**src/rtl/pipeline_ctrl_pkg.sv**
```systemverilog
// Shared definitions for the pipeline stall controller: state encoding and
// the default memory-wait timeout.
package pipeline_ctrl_pkg;

   typedef enum logic {
      StRun     = 1'b0,
      StMemWait = 1'b1
   } ctrl_state_e;

   localparam int unsigned MEM_TIMEOUT_DEFAULT = 255;

endpackage

```
**src/rtl/perf_event_counter.sv**
```systemverilog
// Free-running event counter: increments on enable, synchronous clear,
// wraps at 2^CNT_W.
module perf_event_counter #(
   parameter int unsigned CNT_W = 32
) (
   input  logic             clk,
   input  logic             clear,
   input  logic             enable,
   output logic [CNT_W-1:0] count
);

   logic [CNT_W-1:0] count_q;

   always_ff @(posedge clk) begin
      if (clear) begin
         count_q <= '0;
      end else if (enable) begin
         count_q <= count_q + CNT_W'(1);
      end
   end

   assign count = count_q;

endmodule

```
**src/rtl/pipeline_stall_controller.sv**
```systemverilog
// 5-stage pipeline stall/flush controller with memory-wait timeout detection.
// Define PIPE_PERF_CNT_EN to add the stall_cycles/flush_cycles counters.
module pipeline_stall_controller
   import pipeline_ctrl_pkg::*;
#(
   parameter int unsigned MEM_TIMEOUT = MEM_TIMEOUT_DEFAULT,
   parameter int unsigned CNT_W       = 32
) (
   input  logic             clk,
   input  logic             rst,
   input  logic             hazard_stall,
   input  logic             branch_taken,
   input  logic             dmem_req,
   input  logic             dmem_ready,
   output logic             pc_write,
   output logic             if_id_write,
   output logic             if_id_flush,
   output logic             id_ex_write,
   output logic             id_ex_flush,
   output logic             ex_mem_write,
   output logic             mem_wb_flush,
   output logic             mem_timeout_err
`ifdef PIPE_PERF_CNT_EN
   ,
   output logic [CNT_W-1:0] stall_cycles,
   output logic [CNT_W-1:0] flush_cycles
`endif
);

   localparam int unsigned WaitW = $clog2(MEM_TIMEOUT + 1);
   localparam logic [WaitW-1:0] WaitMax = WaitW'(MEM_TIMEOUT);

   if (MEM_TIMEOUT < 1 || CNT_W < 1) begin : g_param_check
      $error("MEM_TIMEOUT and CNT_W must both be at least 1");
   end

   ctrl_state_e      state_q, state_d;
   logic [WaitW-1:0] wait_cnt_q, wait_cnt_d;
   logic             err_q, err_d;
   logic             freeze;

   assign freeze = dmem_req & ~dmem_ready;

   // Priority: reset > memory freeze > branch redirect > load-use stall.
   always_comb begin
      pc_write     = 1'b1;
      if_id_write  = 1'b1;
      id_ex_write  = 1'b1;
      ex_mem_write = 1'b1;
      if_id_flush  = 1'b0;
      id_ex_flush  = 1'b0;
      mem_wb_flush = 1'b0;
      state_d      = StRun;
      if (rst) begin
         pc_write     = 1'b0;
         if_id_write  = 1'b0;
         id_ex_write  = 1'b0;
         ex_mem_write = 1'b0;
         if_id_flush  = 1'b1;
         id_ex_flush  = 1'b1;
         mem_wb_flush = 1'b1;
      end else if (freeze) begin
         pc_write     = 1'b0;
         if_id_write  = 1'b0;
         id_ex_write  = 1'b0;
         ex_mem_write = 1'b0;
         mem_wb_flush = 1'b1;
         state_d      = StMemWait;
      end else if (branch_taken) begin
         if_id_flush = 1'b1;
         id_ex_flush = 1'b1;
      end else if (hazard_stall) begin
         pc_write    = 1'b0;
         if_id_write = 1'b0;
         id_ex_flush = 1'b1;
      end
   end

   // Counts MEM_WAIT cycles that stay frozen; the error latches the edge the
   // count reaches the limit, and the pipeline is never forced out of the wait.
   always_comb begin
      wait_cnt_d = '0;
      if (state_q == StMemWait && freeze) begin
         wait_cnt_d = (wait_cnt_q == WaitMax) ? wait_cnt_q : wait_cnt_q + WaitW'(1);
      end
      err_d = err_q | (wait_cnt_d == WaitMax);
   end

   always_ff @(posedge clk) begin
      if (rst) begin
         state_q    <= StRun;
         wait_cnt_q <= '0;
         err_q      <= 1'b0;
      end else begin
         state_q    <= state_d;
         wait_cnt_q <= wait_cnt_d;
         err_q      <= err_d;
      end
   end

   assign mem_timeout_err = err_q;

`ifdef PIPE_PERF_CNT_EN
   logic stall_ev, flush_ev;

   assign stall_ev = ~rst & ~pc_write;
   assign flush_ev = ~rst & ~freeze & branch_taken;

   perf_event_counter #(
      .CNT_W (CNT_W)
   ) u_stall_cnt (
      .clk    (clk),
      .clear  (rst),
      .enable (stall_ev),
      .count  (stall_cycles)
   );

   perf_event_counter #(
      .CNT_W (CNT_W)
   ) u_flush_cnt (
      .clk    (clk),
      .clear  (rst),
      .enable (flush_ev),
      .count  (flush_cycles)
   );
`endif

endmodule

```
**config.mk**
```make
export PLATFORM = sky130hd
export DESIGN_NAME = pipeline_stall_controller
export DESIGN_NICKNAME = d
export VERILOG_FILES = /design/src/rtl/pipeline_ctrl_pkg.sv /design/src/rtl/perf_event_counter.sv /design/src/rtl/pipeline_stall_controller.sv
export SDC_FILE = /design/constraint.sdc
export NUM_CORES = 1
export LEC_CHECK = 0
export CAP_MARGIN = 20
export CORE_AREA = 2 2 39 41
export DETAILED_ROUTE_END_ITERATION = 7
export DIE_AREA = 0 0 41 43
export PLACE_DENSITY = 0.67
export RECOVER_POWER = 100
export SKIP_LAST_GASP = 1
export SYNTH_ARGS = -nofsm -noshare
export SYNTH_HDL_FRONTEND = slang
export SYNTH_SLANG_ARGS = --single-unit
```
**constraint.sdc**
```tcl
create_clock -name clk -period 1.87 [get_ports clk]
set_input_delay 0.2805 -clock clk [delete_from_list [all_inputs] [get_ports clk]]
set_output_delay 0.2805 -clock clk [all_outputs]
set_load 0.01 [all_outputs]
```
==> results of run 1 <==
cell usage in the layout (no fill, tap or decap):
cell | synthesis | layout
a21o_1 | 1 | 1
a21oi_1 | 1 | 1
a31oi_1 | 4 | 4
and2_1 | 1 | 1
buf_4 | 2 | 1
clkbuf_1 | 0 | 2
clkbuf_4 | 0 | 3
clkbuf_8 | 0 | 1
clkdlybuf4s25_1 | 0 | 2
clkdlybuf4s50_1 | 0 | 6
dfxtp_1 | 10 | 10
dlygate4sd2_1 | 0 | 4
dlygate4sd3_1 | 0 | 1
ha_1 | 1 | 1
inv_1 | 4 | 4
mux2i_1 | 3 | 3
nand2_1 | 7 | 7
nand2b_1 | 1 | 1
nand3_1 | 4 | 4
nand3b_1 | 1 | 1
nand4_1 | 1 | 1
nor2_1 | 15 | 15
nor3_1 | 5 | 6
nor3b_1 | 1 | 1
nor3b_2 | 1 | 1
nor3b_4 | 1 | 1
o2111a_1 | 1 | 1
o2111ai_1 | 1 | 1
o21ai_0 | 1 | 1
o22ai_1 | 1 | 1
o32ai_1 | 1 | 1
xor2_1 | 1 | 1
synthesized netlist by cell type:
cell type / count
o2111a_1: 1
nand3_1: 4
mux2i_1: 3
nand2_1: 7
a21o_1: 1
xor2_1: 1
nand2b_1: 1
nor3b_1: 1
o2111ai_1: 1
nor3_2: 1
nor3b_4: 1
buf_4: 2
dfxtp_1: 10
o21ai_0: 1
nand3b_1: 1
a31oi_1: 4
nor3_1: 5
nand4_1: 1
o22ai_1: 1
o32ai_1: 1
inv_1: 4
a21oi_1: 1
and2_1: 1
ha_1: 1
nor3b_2: 1
nor2_1: 15
power by group:
part	internal [µW]	switching [µW]
Clock	118	82.6
Sequential	214	0.944
Combinational	28.7	20.6
Total	361	104
what timing repair did:
action                     CTS  global route
gates resized for setup      4             2
setup endpoints to repair    4             2
hold buffers                 0             0
sequential cells by signal, indices dropped and copies added (netlist names):
register	cells
state_q	1
mem_timeout_err	1
wait_cnt_q	8
worst min path at each step:
stage	end	slack, ns	cells after the start
after floorplan	state_q	0.37	1
after global placement	mem_timeout_err	0.45	2
after detailed placement	mem_timeout_err	0.46	2
after CTS	mem_timeout_err	0.47	2
after global routing	mem_timeout_err	0.50	2
final	mem_timeout_err	0.46	2
kinds of logic after synthesis:
family / share of synthesized area [%]
adder cells (fa/ha/maj): 2.23
XOR/XNOR: 1.56
AND/OR/NAND/NOR: 36.1
buffers and inverters: 5.34
AO/OA/AOI/OAI: 13.8
flip-flops: 35.6
multiplexers: 5.35
cell type report:
cell class / instances / area share (%)
clock buffer: 4 / 4.92
inverter: 4 / 2.03
multi-input combinational: 55 / 44.2
sequential: 10 / 27.1
tap: 16 / 2.71
timing repair buffer: 16 / 19.0
through the flow:
stage | instances | TNS, ns | area, µm²
floorplan | 71 | 0 | 562
global placement | 101 | -0.266 | 719
detailed placement | 101 | -0.308 | 719
CTS | 105 | 0 | 751
global route | 105 | 0 | 738
finish | 105 | 0 | 738
tightest hold or removal path, cell delays in order, from the launching register on:
cell,delay (ns)
dfxtp_1,0.31
inv_1,0.05
o32ai_1,0.05
routing by layer:
metal / part of all wire (%) / vias to the layer above / wire (µm) / GRT usage, %
li1: - / 292 / - / -
met3: 7.0 / 5 / 86 / 3.66
met2: 47 / 21 / 577 / 25.0
met4: 4.0 / 0 / 49 / 12.0
met5: 0 / - / 0 / 0
met1: 42 / 256 / 521 / 19.5
==> flow_results.org, run 1 <==
** Logic synthesis
- The cell area that synthesis handed to floorplanning was 562 µm².
- Of all cell types, the one taking the most synthesized area is dfxtp_1.
- In this run, synthesis produced a sequential element count of 10.
- For this run, the number of Yosys warnings is 0.
- Number of standard cells after synthesis :: 71
- The number of nets in the synthesized netlist is 78.
- Share of the synthesized area in the top cell type :: 35.6%
- After synthesis, the cell types taking the most area are dfxtp_1, nor2_1, mux2i_1.
- Part of the Yosys area used for sequential elements :: 35.6%
- After synthesis, the mean cell area works out to 7.91 µm².
- Library cells used by synthesis :: 26

** Worst hold path
- The path class of the tightest hold or removal check is reg2reg.
- The worst hold path begins at mem_timeout_err.

** STA
- Final Max Tran Viols :: 0
- After layout, the minimum clock period comes to 1.73 ns.
- Setup repair after global routing missed its margin :: no
- Across the routed clock network, the largest skew measured is 0.00450 ns.
- For this run, the top clock speed supported by timing is 578 MHz.
- Hold is met by 0.459 ns.
- The count of final hold-check violations came to 0.
- The worst pin sits at a relative slew slack of 73.5%.
- Least setup slack across all paths after layout :: 0.140 ns
- Fin crit share :: 92.5%
- Number of setup violations in the final report :: 0
- Slew at the pin closest to its max-slew limit :: 0.395 ns

** Critical path
- Cell count of the worst reg-to-reg path :: 5
- Worst flop-to-flop path endpoint :: wait_cnt_q[1]
- Category of the worst setup path launch point :: input pin
- Sort of element at the end of the critical path :: output pin
- Setup slack of the worst register-to-register path :: 0.24 ns
- The most critical setup path has its startpoint at dmem_req.
- Critical path depth :: 3
- In this design, the critical path's most frequently occurring cell is clkdlybuf4s50_1.
- Worst setup path category :: in2out
- In this run the worst setup path terminates at mem_wb_flush.
- Critical path's slowest cell :: clkdlybuf4s50_1
- Chain of cells forming the critical path :: clkdlybuf4s50_1 -> a21o_1 -> clkdlybuf4s50_1
- Source of the worst register-to-register timing path :: wait_cnt_q[0]
- Crit path buffers/inverters :: 2
- Worst stage delay on the critical path :: 0.55 ns
- Largest fanout on the critical path :: 3
- In this design, the largest share of critical-path delay is due to buffers and inverters.
- STA puts the critical path data required time at 1.59 ns.
- Arrival @ worst endpoint :: 1.45 ns

** Clocking
- Number of clock sinks :: 10
- Clock buffer depth :: 2
- TritonCTS built the clock tree.
- Clock latency on the worst-skew pair, taken at its later pin, is 0.27 ns.
- Deepest level of the CTS H-tree :: 1
- Post-CTS setup repair buffer count :: 0
- After clock tree synthesis, the clock-pin slew on the worst setup and hold paths is 0.07 ns.
- TritonCTS created 3 clock buffers.
- The tree is rooted in a clkbuf_4.

** Route
- Number of routed nets with antenna violations :: 0
- For this run, the detailed router's first-pass iteration total came to 4.
- For this run, design rule violations remaining after detail routing come to 0.
- After the first detailed-routing iteration, the DRC count stood at 13.
- The routed layout has 574 vias.
- Summed over all layers, the routed wires come to 1240 µm.
- In the routed layout, each cell is associated on average with a via count of 5.47.
- Routed WL per cell :: 11.8 µm

** Global routing
- GRT Residual Overflow :: 0
- Number of global-route vias before repair :: 472
- Maximum number of pins on one net before global-route repair :: 9
- The initial antenna violation count came to 0.
- The first global-routing pass estimated 1920 µm of wire.
- For this run, the total global-route usage over all layers was measured as 16.6%.

** Job
- Total of max-cap violations :: 0

** Layout
- Across the whole layout, storage elements account for 200 µm².
- Measured on the finished design, the core utilization comes to 53.3%.
- Relative to the synthesized area, the layout overhead comes to 31.4%.
- The repair_antennas step left the layout with diodes totalling 0.
- In the final design database the tool counted 97 nets.
- In the final layout, the multi-input gates occupy 327 µm².
- Share of layout cells above drive strength 1 :: 7.87%
- Fill count :: 151

** Run status
- Outcome :: finished clean

** Placement
- Detailed placement finished with a half-perimeter wire length of 967 µm.
- Final RePlAce weighted congestion :: 0.777
- The count of buffers added on input and output ports is 13.
- Post-place setup slack :: -0.0826 ns

** Power
- Worst vdd ir :: 0.303 mV
- Overall Power :: 465 µW
- For this design the static power due to leakage is 0.000261 µW.
- Power density over the cells :: 630 nW/µm²

** Floorplan
- Horizontal extent of the die :: 41 µm
- The region available for standard cell placement spans 1380 µm².
- Area of the die :: 1760 µm²
- The initial utilization of the core area, before any placement, comes to 40.6%.
- Count of standard-cell rows :: 14
- Ports :: 14
- Die span in y :: 43 µm
(Power assumes the default switching activity.)
==> inputs of run 2 (changes only) <==
--- a/config.mk
+++ b/config.mk
@@ -11,7 +11,7 @@
 export DIE_AREA = 0 0 41 43
 export PLACE_DENSITY = 0.67
 export RECOVER_POWER = 100
-export SKIP_LAST_GASP = 1
+export SLEW_MARGIN = 30
 export SYNTH_ARGS = -nofsm -noshare
 export SYNTH_HDL_FRONTEND = slang
 export SYNTH_SLANG_ARGS = --single-unit
==> results of run 2 <==
Same layout as run 1: the final DEF is identical, and so are final timing and power.
==> inputs of run 3 (changes only) <==
--- a/config.mk
+++ b/config.mk
@@ -5,7 +5,6 @@
 export SDC_FILE = /design/constraint.sdc
 export NUM_CORES = 1
 export LEC_CHECK = 0
-export CAP_MARGIN = 20
 export CORE_AREA = 2 2 39 41
 export DETAILED_ROUTE_END_ITERATION = 7
 export DIE_AREA = 0 0 41 43
@@ -14,4 +13,5 @@
 export SLEW_MARGIN = 30
 export SYNTH_ARGS = -nofsm -noshare
 export SYNTH_HDL_FRONTEND = slang
+export SYNTH_HIERARCHICAL = 1
 export SYNTH_SLANG_ARGS = --single-unit
==> results of run 3 <==
Same layout as run 1: the final DEF is identical, and so are final timing and power.
Among the figures that moved: Yosys warning count 0 -> 6
